==> src/rtl/onehot_codec_pkg.sv <==
// Shared types and width helpers for the one-hot decode path.
package onehot_codec_pkg;

    localparam int ERRCNT_W = 8;
    localparam int DEC_W    = 8;

    function automatic int idx_w(input int width);
        return (width <= 2) ? 1 : $clog2(width);
    endfunction

    typedef struct packed {
        logic [DEC_W-1:0] onehot;
        logic             err;
    } dec_beat_t;

    // Bit 0 = main register valid, bit 1 = skid register valid.
    typedef enum logic [1:0] {
        SKID_EMPTY = 2'b00,
        SKID_ONE   = 2'b01,
        SKID_FULL  = 2'b11
    } skid_state_e;

endpackage

==> src/rtl/onehot_skid_buf.sv <==
// Two-entry valid/ready register pair (main + skid); accept readiness is a pure state bit.
module onehot_skid_buf
    import onehot_codec_pkg::*;
#(
    parameter type T = dec_beat_t
) (
    input  logic        clk,
    input  logic        rst_n,
    input  logic        in_valid,
    input  T            in_data,
    input  logic        out_ready,
    output T            out_data,
    output skid_state_e state
);

    skid_state_e r_state;
    T            r_main;
    T            r_skid;
    logic        w_accept;
    logic        w_drain;

    assign w_accept = in_valid && (r_state != SKID_FULL);
    assign w_drain  = (r_state != SKID_EMPTY) && out_ready;

    always_ff @(posedge clk or negedge rst_n) begin
        if (!rst_n) begin
            r_state <= SKID_EMPTY;
            r_main  <= '0;
            r_skid  <= '0;
        end else begin
            case (r_state)
                SKID_EMPTY: begin
                    if (w_accept) begin
                        r_main  <= in_data;
                        r_state <= SKID_ONE;
                    end
                end
                SKID_ONE: begin
                    if (w_accept && !w_drain) begin
                        r_skid  <= in_data;
                        r_state <= SKID_FULL;
                    end else if (w_accept && w_drain) begin
                        r_main  <= in_data;
                    end else if (w_drain) begin
                        r_main  <= '0;
                        r_state <= SKID_EMPTY;
                    end
                end
                SKID_FULL: begin
                    // Skid content is older than anything upstream, so it refills main first.
                    if (w_drain) begin
                        r_main  <= r_skid;
                        r_skid  <= '0;
                        r_state <= SKID_ONE;
                    end
                end
                default: begin
                    r_state <= SKID_EMPTY;
                    r_main  <= '0;
                    r_skid  <= '0;
                end
            endcase
        end
    end

    assign out_data = r_main;
    assign state    = r_state;

endmodule

==> src/rtl/onehot_decoder_pipe.sv <==
// Registered index-to-one-hot decoder with skid buffering; ONEHOT_DEC_ERRCNT_EN adds err_count.
module onehot_decoder_pipe
    import onehot_codec_pkg::*;
#(
    parameter  int WIDTH = 8,
    localparam int IDX_W = idx_w(WIDTH)
) (
    input  logic             clk,
    input  logic             rst_n,
    input  logic             in_valid,
    output logic             in_ready,
    input  logic [IDX_W-1:0] in_idx,
    input  logic             in_nz,
    output logic             out_valid,
    input  logic             out_ready,
    output logic [WIDTH-1:0] out_onehot,
    output logic             out_err
`ifdef ONEHOT_DEC_ERRCNT_EN
    ,
    output logic [ERRCNT_W-1:0] err_count
`endif
);

    typedef struct packed {
        logic [WIDTH-1:0] onehot;
        logic             err;
    } beat_t;

    // Indices past WIDTH only exist for non-power-of-two widths; they decode to an error beat.
    function automatic beat_t decode(input logic [IDX_W-1:0] idx, input logic nz);
        beat_t b;
        b = '0;
        for (int i = 0; i < WIDTH; i++) begin
            b.onehot[i] = nz && (int'(idx) == i);
        end
        b.err = nz && (int'(idx) >= WIDTH);
        return b;
    endfunction

    beat_t       w_beat_in;
    beat_t       w_beat_out;
    skid_state_e w_state;

    assign w_beat_in = decode(in_idx, in_nz);

    onehot_skid_buf #(
        .T(beat_t)
    ) u_skid (
        .clk      (clk),
        .rst_n    (rst_n),
        .in_valid (in_valid),
        .in_data  (w_beat_in),
        .out_ready(out_ready),
        .out_data (w_beat_out),
        .state    (w_state)
    );

    assign in_ready   = (w_state != SKID_FULL);
    assign out_valid  = (w_state != SKID_EMPTY);
    assign out_onehot = w_beat_out.onehot;
    assign out_err    = w_beat_out.err;

`ifdef ONEHOT_DEC_ERRCNT_EN
    logic [ERRCNT_W-1:0] r_err_count;

    always_ff @(posedge clk or negedge rst_n) begin
        if (!rst_n) begin
            r_err_count <= '0;
        end else if (out_valid && out_ready && out_err && (r_err_count != '1)) begin
            r_err_count <= r_err_count + 1'b1;
        end
    end

    assign err_count = r_err_count;
`endif

endmodule
==> config.mk <==
export PLATFORM = sky130hd
export DESIGN_NAME = onehot_decoder_pipe
export DESIGN_NICKNAME = d
export VERILOG_FILES = /design/src/rtl/onehot_codec_pkg.sv /design/src/rtl/onehot_skid_buf.sv /design/src/rtl/onehot_decoder_pipe.sv
export SDC_FILE = /design/constraint.sdc
export NUM_CORES = 1
export LEC_CHECK = 0
export CAP_MARGIN = 10
export CORE_ASPECT_RATIO = 1.4
export CORE_MARGIN = 1
export CORE_UTILIZATION = 46
export DETAILED_ROUTE_END_ITERATION = 8
export PLACE_DENSITY = 0.84
export SKIP_LAST_GASP = 1
export SYNTH_ARGS = -nofsm -noshare
export SYNTH_HDL_FRONTEND = slang
export SYNTH_SLANG_ARGS = --single-unit
export TNS_END_PERCENT = 5
==> constraint.sdc <==
create_clock -name clk -period 2.05 [get_ports clk]
set_input_delay 0.41 -clock clk [delete_from_list [all_inputs] [get_ports clk]]
set_output_delay 0.41 -clock clk [all_outputs]
set_load 0.005 [all_outputs]
== Word level (Yosys, flattened, before mapping) ==
Index checks and enable logic that the tools add are counted.
W data, S select, Z words.
Storage, ports and cells
  flip-flop bits (word level): 20
  bits of input ports: 8
  output and inout bits: 11
  logic and storage cells: 56
Operators by class
  eq/ne operators: 17
  mux-type cells: 14
  bitwise logic cells: 1
  reduce and logical (&&, ||, !) cells: 19
Operator list (number)
  $mux W9: 6
  $pmux W9 S3: 2
  $eq A3 B3 Y1 const B: 4
  $logic_and A1 B1 Y1: 12
  $mux W2: 5
  $reduce_and A4 Y1: 2
  $eq A3 B2 Y1 const B: 2
  $ne A2 B1 Y1 const B: 3
  $ne A3 B1 Y1 const B: 2
  $pmux W2 S3: 1
  $ne A2 B2 Y1 const B: 2
  $eq A3 B1 Y1 const B: 1
  $logic_not A3 Y1: 1
  $ne A3 B2 Y1 const B: 1
  $reduce_and A3 Y1: 1
  $eq A2 B1 Y1 const B: 1
  $eq A2 B2 Y1 const B: 1
  $logic_not A2 Y1: 1
  $reduce_bool A2 Y1: 1
  $logic_not A1 Y1: 1
  $not A1 Y1: 1

== Depth between registers and ports, before layout ==
  word-level depth: 6
  mapped depth: 8
  gate-level depth less buffers: 6

== Cells and area by module ==
From an unflattened synthesis, not the netlist that was laid out.
Second synthesis, totals
  cell total of the unflattened synthesis: 122
  area, all modules: 1174.9 um^2
Modules (own cells, without submodules)
  onehot_skid_buf: instances 1, cells an instance 111, area an instance 1064.8 um^2, sequential area each 500.5 um^2
  onehot_decoder_pipe: instances 1, cells an instance 11, area an instance 110.1 um^2, sequential area each 0.0 um^2

== Worst setup path after synthesis ==
Ideal clock, no wire load.
  path type: reg-to-reg
  start point: reg u_skid.r_state[1] (netlist: u_skid.state[1])
  end point: reg u_skid.r_main, in the netlist u_skid.out_data[3]
  library setup time: 0.080 ns
  data arrival time: 2.092 ns
  required time: 1.970 ns
  setup slack: -0.122 ns
  cell stages (with the launch flop): 9
  path buffers: 2
  period minus slack after synthesis: 2.172 ns
  path through: dfrtp_1 -> inv_1 -> ha_1 -> buf_6 -> or3b_4 -> o2bb2ai_2 -> buf_6 -> or4_4 -> o211ai_2
On the way
  longest elaborated chain between the ends: 6
  elaborated cells between the ends (all ways): 18
  classes of those cells: eq/ne: 7; mux: 3; reduce/logical: 8
Ends and longest elaborated chain
  start: declaration: line onehot_skid_buf.sv:16  | skid_state_e r_state;
  start signal: assignment: line onehot_skid_buf.sv:27  | r_state <= SKID_EMPTY;
  start signal: assignment: line onehot_skid_buf.sv:35  | r_state <= SKID_ONE;
  start signal: assignment: line onehot_skid_buf.sv:41  | r_state <= SKID_FULL;
  $ne A2 B2 Y1 or $reduce_bool A2 Y1 (tied branches): line onehot_skid_buf.sv:22, onehot_skid_buf.sv:23
  $logic_and A1 B1 Y1 (on tied branches): line onehot_skid_buf.sv:22, onehot_skid_buf.sv:23
  $logic_and A1 B1 Y1 or $logic_not A1 Y1 (tied branches): line onehot_skid_buf.sv:42, onehot_skid_buf.sv:39
  $mux W9 or $logic_and A1 B1 Y1 (tied branches): line onehot_skid_buf.sv:42, onehot_skid_buf.sv:39
  $mux W9 or $ne A2 B2 Y1 (tied branches)
  $pmux W9 S3 or $reduce_and A4 Y1 (tied branches)
  end signal: assignment: line onehot_skid_buf.sv:34  | r_main <= in_data;
  end signal: assignment: line onehot_skid_buf.sv:43  | r_main <= in_data;
  end signal: assignment: line onehot_skid_buf.sv:52  | r_main <= r_skid;
  end: declaration: line onehot_skid_buf.sv:17  | T r_main;
Parallel ways exist; a longest one is shown, timed or not. The select of a mux whose other input is x is not followed.
A chain may end at the register's enable or synchronous reset.

== Worst setup path after layout ==
  start point: reg u_skid.r_state[0] (netlist: u_skid.state[0])
  end point: out in_ready
On the way
  longest elaborated chain between the ends: 1
Ends and longest elaborated chain
  $ne A2 B2 Y1: line onehot_decoder_pipe.sv:58  | assign in_ready = (w_state != SKID_FULL);
  end: declaration: line onehot_decoder_pipe.sv:11  | output logic in_ready,
No other way between the ends.

==> results_dict.tcl <==
set metrics [dict create \
    clk_pin_slew_worst_paths_ns 0.10 \
    grt_pass1_vias 937 \
    status "finished with violations" \
    routed_wl_um 2350 \
    die-area_mm2 0.00263 \
    synth_cell_types 29 \
    drv_slew 0 \
    yosysSeqAreaShare_pct 40.4 \
    crit_family "buffers and inverters" \
    synth_edf_count 0 \
    fin_skew_ns 0.00363 \
    critPathSlowestCell "clkdlybuf4s50_1" \
    core_mm2 0.00223 \
    grt.met1_usage_pct 22.7 \
    cts_buffers 3 \
    syn2layout_area_growth_pct 31.5 \
    pwr-share-clk_pct 10.6 \
    ant_nets 0 \
    ys_ff_latch 18 \
    drv_cap 0 \
    synth_area_leaders "dfrtp_1 40%, mux2_2 10%, ha_1 7.9%" \
    finish.utilization_pct 65.8 \
    violations "DRC" \
    power_mw 1.58 \
    fmax_ghz 0.494 \
    crit_buf_inv 3 \
    timing.final.crit_share_pct 98.7 \
    die_x_um 43.6 \
    power_frac_seq_pct 29.5 \
    p_leak_nw 0.660 \
    fin_nets 159 \
    setup_tns_ns 0 \
    synth_top_family_by_area "simple AND/OR/NAND/NOR gates" \
    synth_fa_ha_area_share_pct 7.86 \
    drc 3 \
    root_buffer "clkbuf_4" \
    grt_overflow 0 \
    grt_max_degree 19 \
    first_pass_iters 6 \
    grt_pass1_wl_um 3810 \
    antenna_found_initial 0 \
    crit_fanout 5 \
    synth_most_common_cell "dfrtp_1" \
    synth_top_cell_by_area "dfrtp_1" \
    synth_area_mm2 0.00111 \
    synthSimpleGateAreaFrac_pct 20.1 \
    synthArstFlopShare_pct 100 \
    met3_usage_pct 3.32 \
    cts_tree "built" \
    hp-class "in -> async" \
    peakVddDrop_mv 0.767 \
    critPathMaxStageDelay_ns 0.49 \
    intPower_uw 981 \
    vias 953 \
    first_iter_violations 40 \
    fin_crit_ns 2.02 \
    routabilityCongestion 0.789 \
    htreeDepth 1 \
    start_kind "flop" \
    portBuffers 17 \
    p_sw_share_pct 38.0 \
    diodes 0 \
    end_kind "primary output" \
    critPathKind "reg -> out" \
    syn_avg_cell_area_um2 10.2 \
    ys.flop_type "dfrtp_1" \
    drive_gt1_share_pct 32.4 \
    clk_latency_ns 0.28 \
    power_switching_uw 602 \
    r2r-end "u_skid.out_data[6]" \
    postCtsHoldBufs 0 \
    wl_per_cell_um 14.3 \
    worstPathArrival_ns 1.61 \
    layout_setup_ws_ns 0.0274 \
    power_density_mw_per_mm2 1080 \
    synthXorXnorAreaFrac_pct 0 \
    synthTopCellsByCount "18 x dfrtp_1, 11 x nor2_1, 10 x mux2_2" \
    hpwl_um 1800 \
    rows 20 \
    dieHeight_um 60.3 \
    setup_viol 0 \
    synth_top_cell_area_share_pct 40.4 \
    use_met2_pct 33.0 \
    reg2reg_slack_ns 0.05 \
    num_io_pins 19 \
    synth_mux_area_share_pct 10.1 \
    rsz0062_at_grt "true" \
    hold_viol_final 0 \
    busiest_layer "met2" \
    cp.required_ns 1.64 \
    cts_sinks 18 \
    synth-compound-area-share_pct 15.5 \
    cp_cell_sequence "ha_2 -> buf_4 -> inv_1 -> clkdlybuf4s50_1" \
    pre_cts_ws_ns -0.228 \
    track_usage_pct 19.2 \
    start_util_pct 50.1 \
    synth_nets 124 \
    syn_inst 109 \
    cts_buffer_depth 2 \
    comb_power_share_pct 60.0 \
    vias_per_cell 5.81 \
    yosys_warnings 0 \
    r2r_cells 6 \
    timing.rr.start "u_skid.state[0]" \
]
-- power groups by stage --
stage / sequential, mW / clock (mW) / combinational [mW]
after floorplan: 0.465 / 0 / 0.544
after global placement: 0.467 / 0 / 0.802
after detailed placement: 0.473 / 0 / 0.829
after CTS: 0.464 / 0.171 / 0.845
after global routing: 0.473 / 0.193 / 1.03
final: 0.467 / 0.167 / 0.949
-- cells in the final DEF (no fill, tap or decap), types with 2 or more instances in the layout --
cell type,netlist,layout
o211ai_1,6,6
ha_1,7,4
inv_2,0,2
mux2_2,10,10
clkdlybuf4s50_1,0,17
a31oi_1,2,2
buf_4,1,18
ha_2,0,2
o211ai_2,4,4
nand3b_1,2,2
nor2b_1,3,3
clkbuf_4,0,3
nand4_1,8,8
nand2_1,9,9
nor2_1,11,11
a21oi_1,2,2
inv_1,7,5
o21ai_0,2,2
dfrtp_1,18,18
nand2b_1,2,2
-- metal layers --
| metal | wire length, um | share of wire, % | vias to the layer above |
|---|---|---|---|
| li1 | - | - | 459 |
| met1 | 980 | 42 | 456 |
| met2 | 1230 | 52 | 30 |
| met3 | 109 | 4.6 | 8 |
| met4 | 38 | 1.6 | 0 |
| met5 | 0 | 0 | - |
-- flip-flops by register name (all words and copies together) (netlist names) --
| signal | flops |
|---|---|
| u_skid.out_data | 8 |
| u_skid.state | 2 |
| u_skid.r_skid | 8 |
-- logic make-up after synthesis --
logic type                 count (synthesis)
AOI/OAI and AO/OA                         20
adders and majority gates                  7
buffers and inverters                     12
DFF                                       18
muxes                                     10
other                                      1
and+or+nand+nor                           41
-- per-stage QoR --
step | area, um2 | hold slack [ns] | std cells
after global placement | 1380 | 0.475 | 157
final | 1470 | 0.433 | 164
after CTS | 1410 | 0.434 | 161
after global routing | 1470 | 0.454 | 164
after floorplan | 1110 | 0.114 | 109
after detailed placement | 1380 | 0.487 | 157
-- worst max path at each step --
| stage | from | endpoint | slack [ns] | depth (start not counted) |
|---|---|---|---|---|
| floorplan | u_skid.state[1] | u_skid.out_data[3] | -0.10 | 8 |
| global placement | in_valid | u_skid.out_data[6] | -0.20 | 5 |
| detailed placement | in_valid | u_skid.out_data[2] | -0.23 | 5 |
| CTS | u_skid.state[0] | out_valid | -0.02 | 4 |
| global route | u_skid.state[0] | u_skid.out_data[6] | -0.05 | 6 |
| finish | u_skid.state[0] | in_ready | 0.03 | 4 |
-- worst reg2reg max path, stage by stage, from the launching register on --
cell	delay (ns)
dfrtp_1	0.44
ha_2	0.21
buf_4	0.14
nor2b_1	0.26
a31oi_1	0.18
or4b_4	0.52
o211ai_1	0.18
-- cell type report --
cell class                 instances  area, um2
clock buffer                       3       22.5
fill                             171        761
inverter                           7       26.3
multi-input combinational         79        634
sequential                        18        450
tap                               22       27.5
timing repair buffer              35        305
-- repair_timing --
item / 4_1_cts / 5_1_grt
endpoints found under the setup margin: 5 / 10
resized for setup: 1 / 6
buffers inserted: 1 / 3
pin swaps: 0 / 3
No activity file was read; power rests on OpenSTA's default activity.
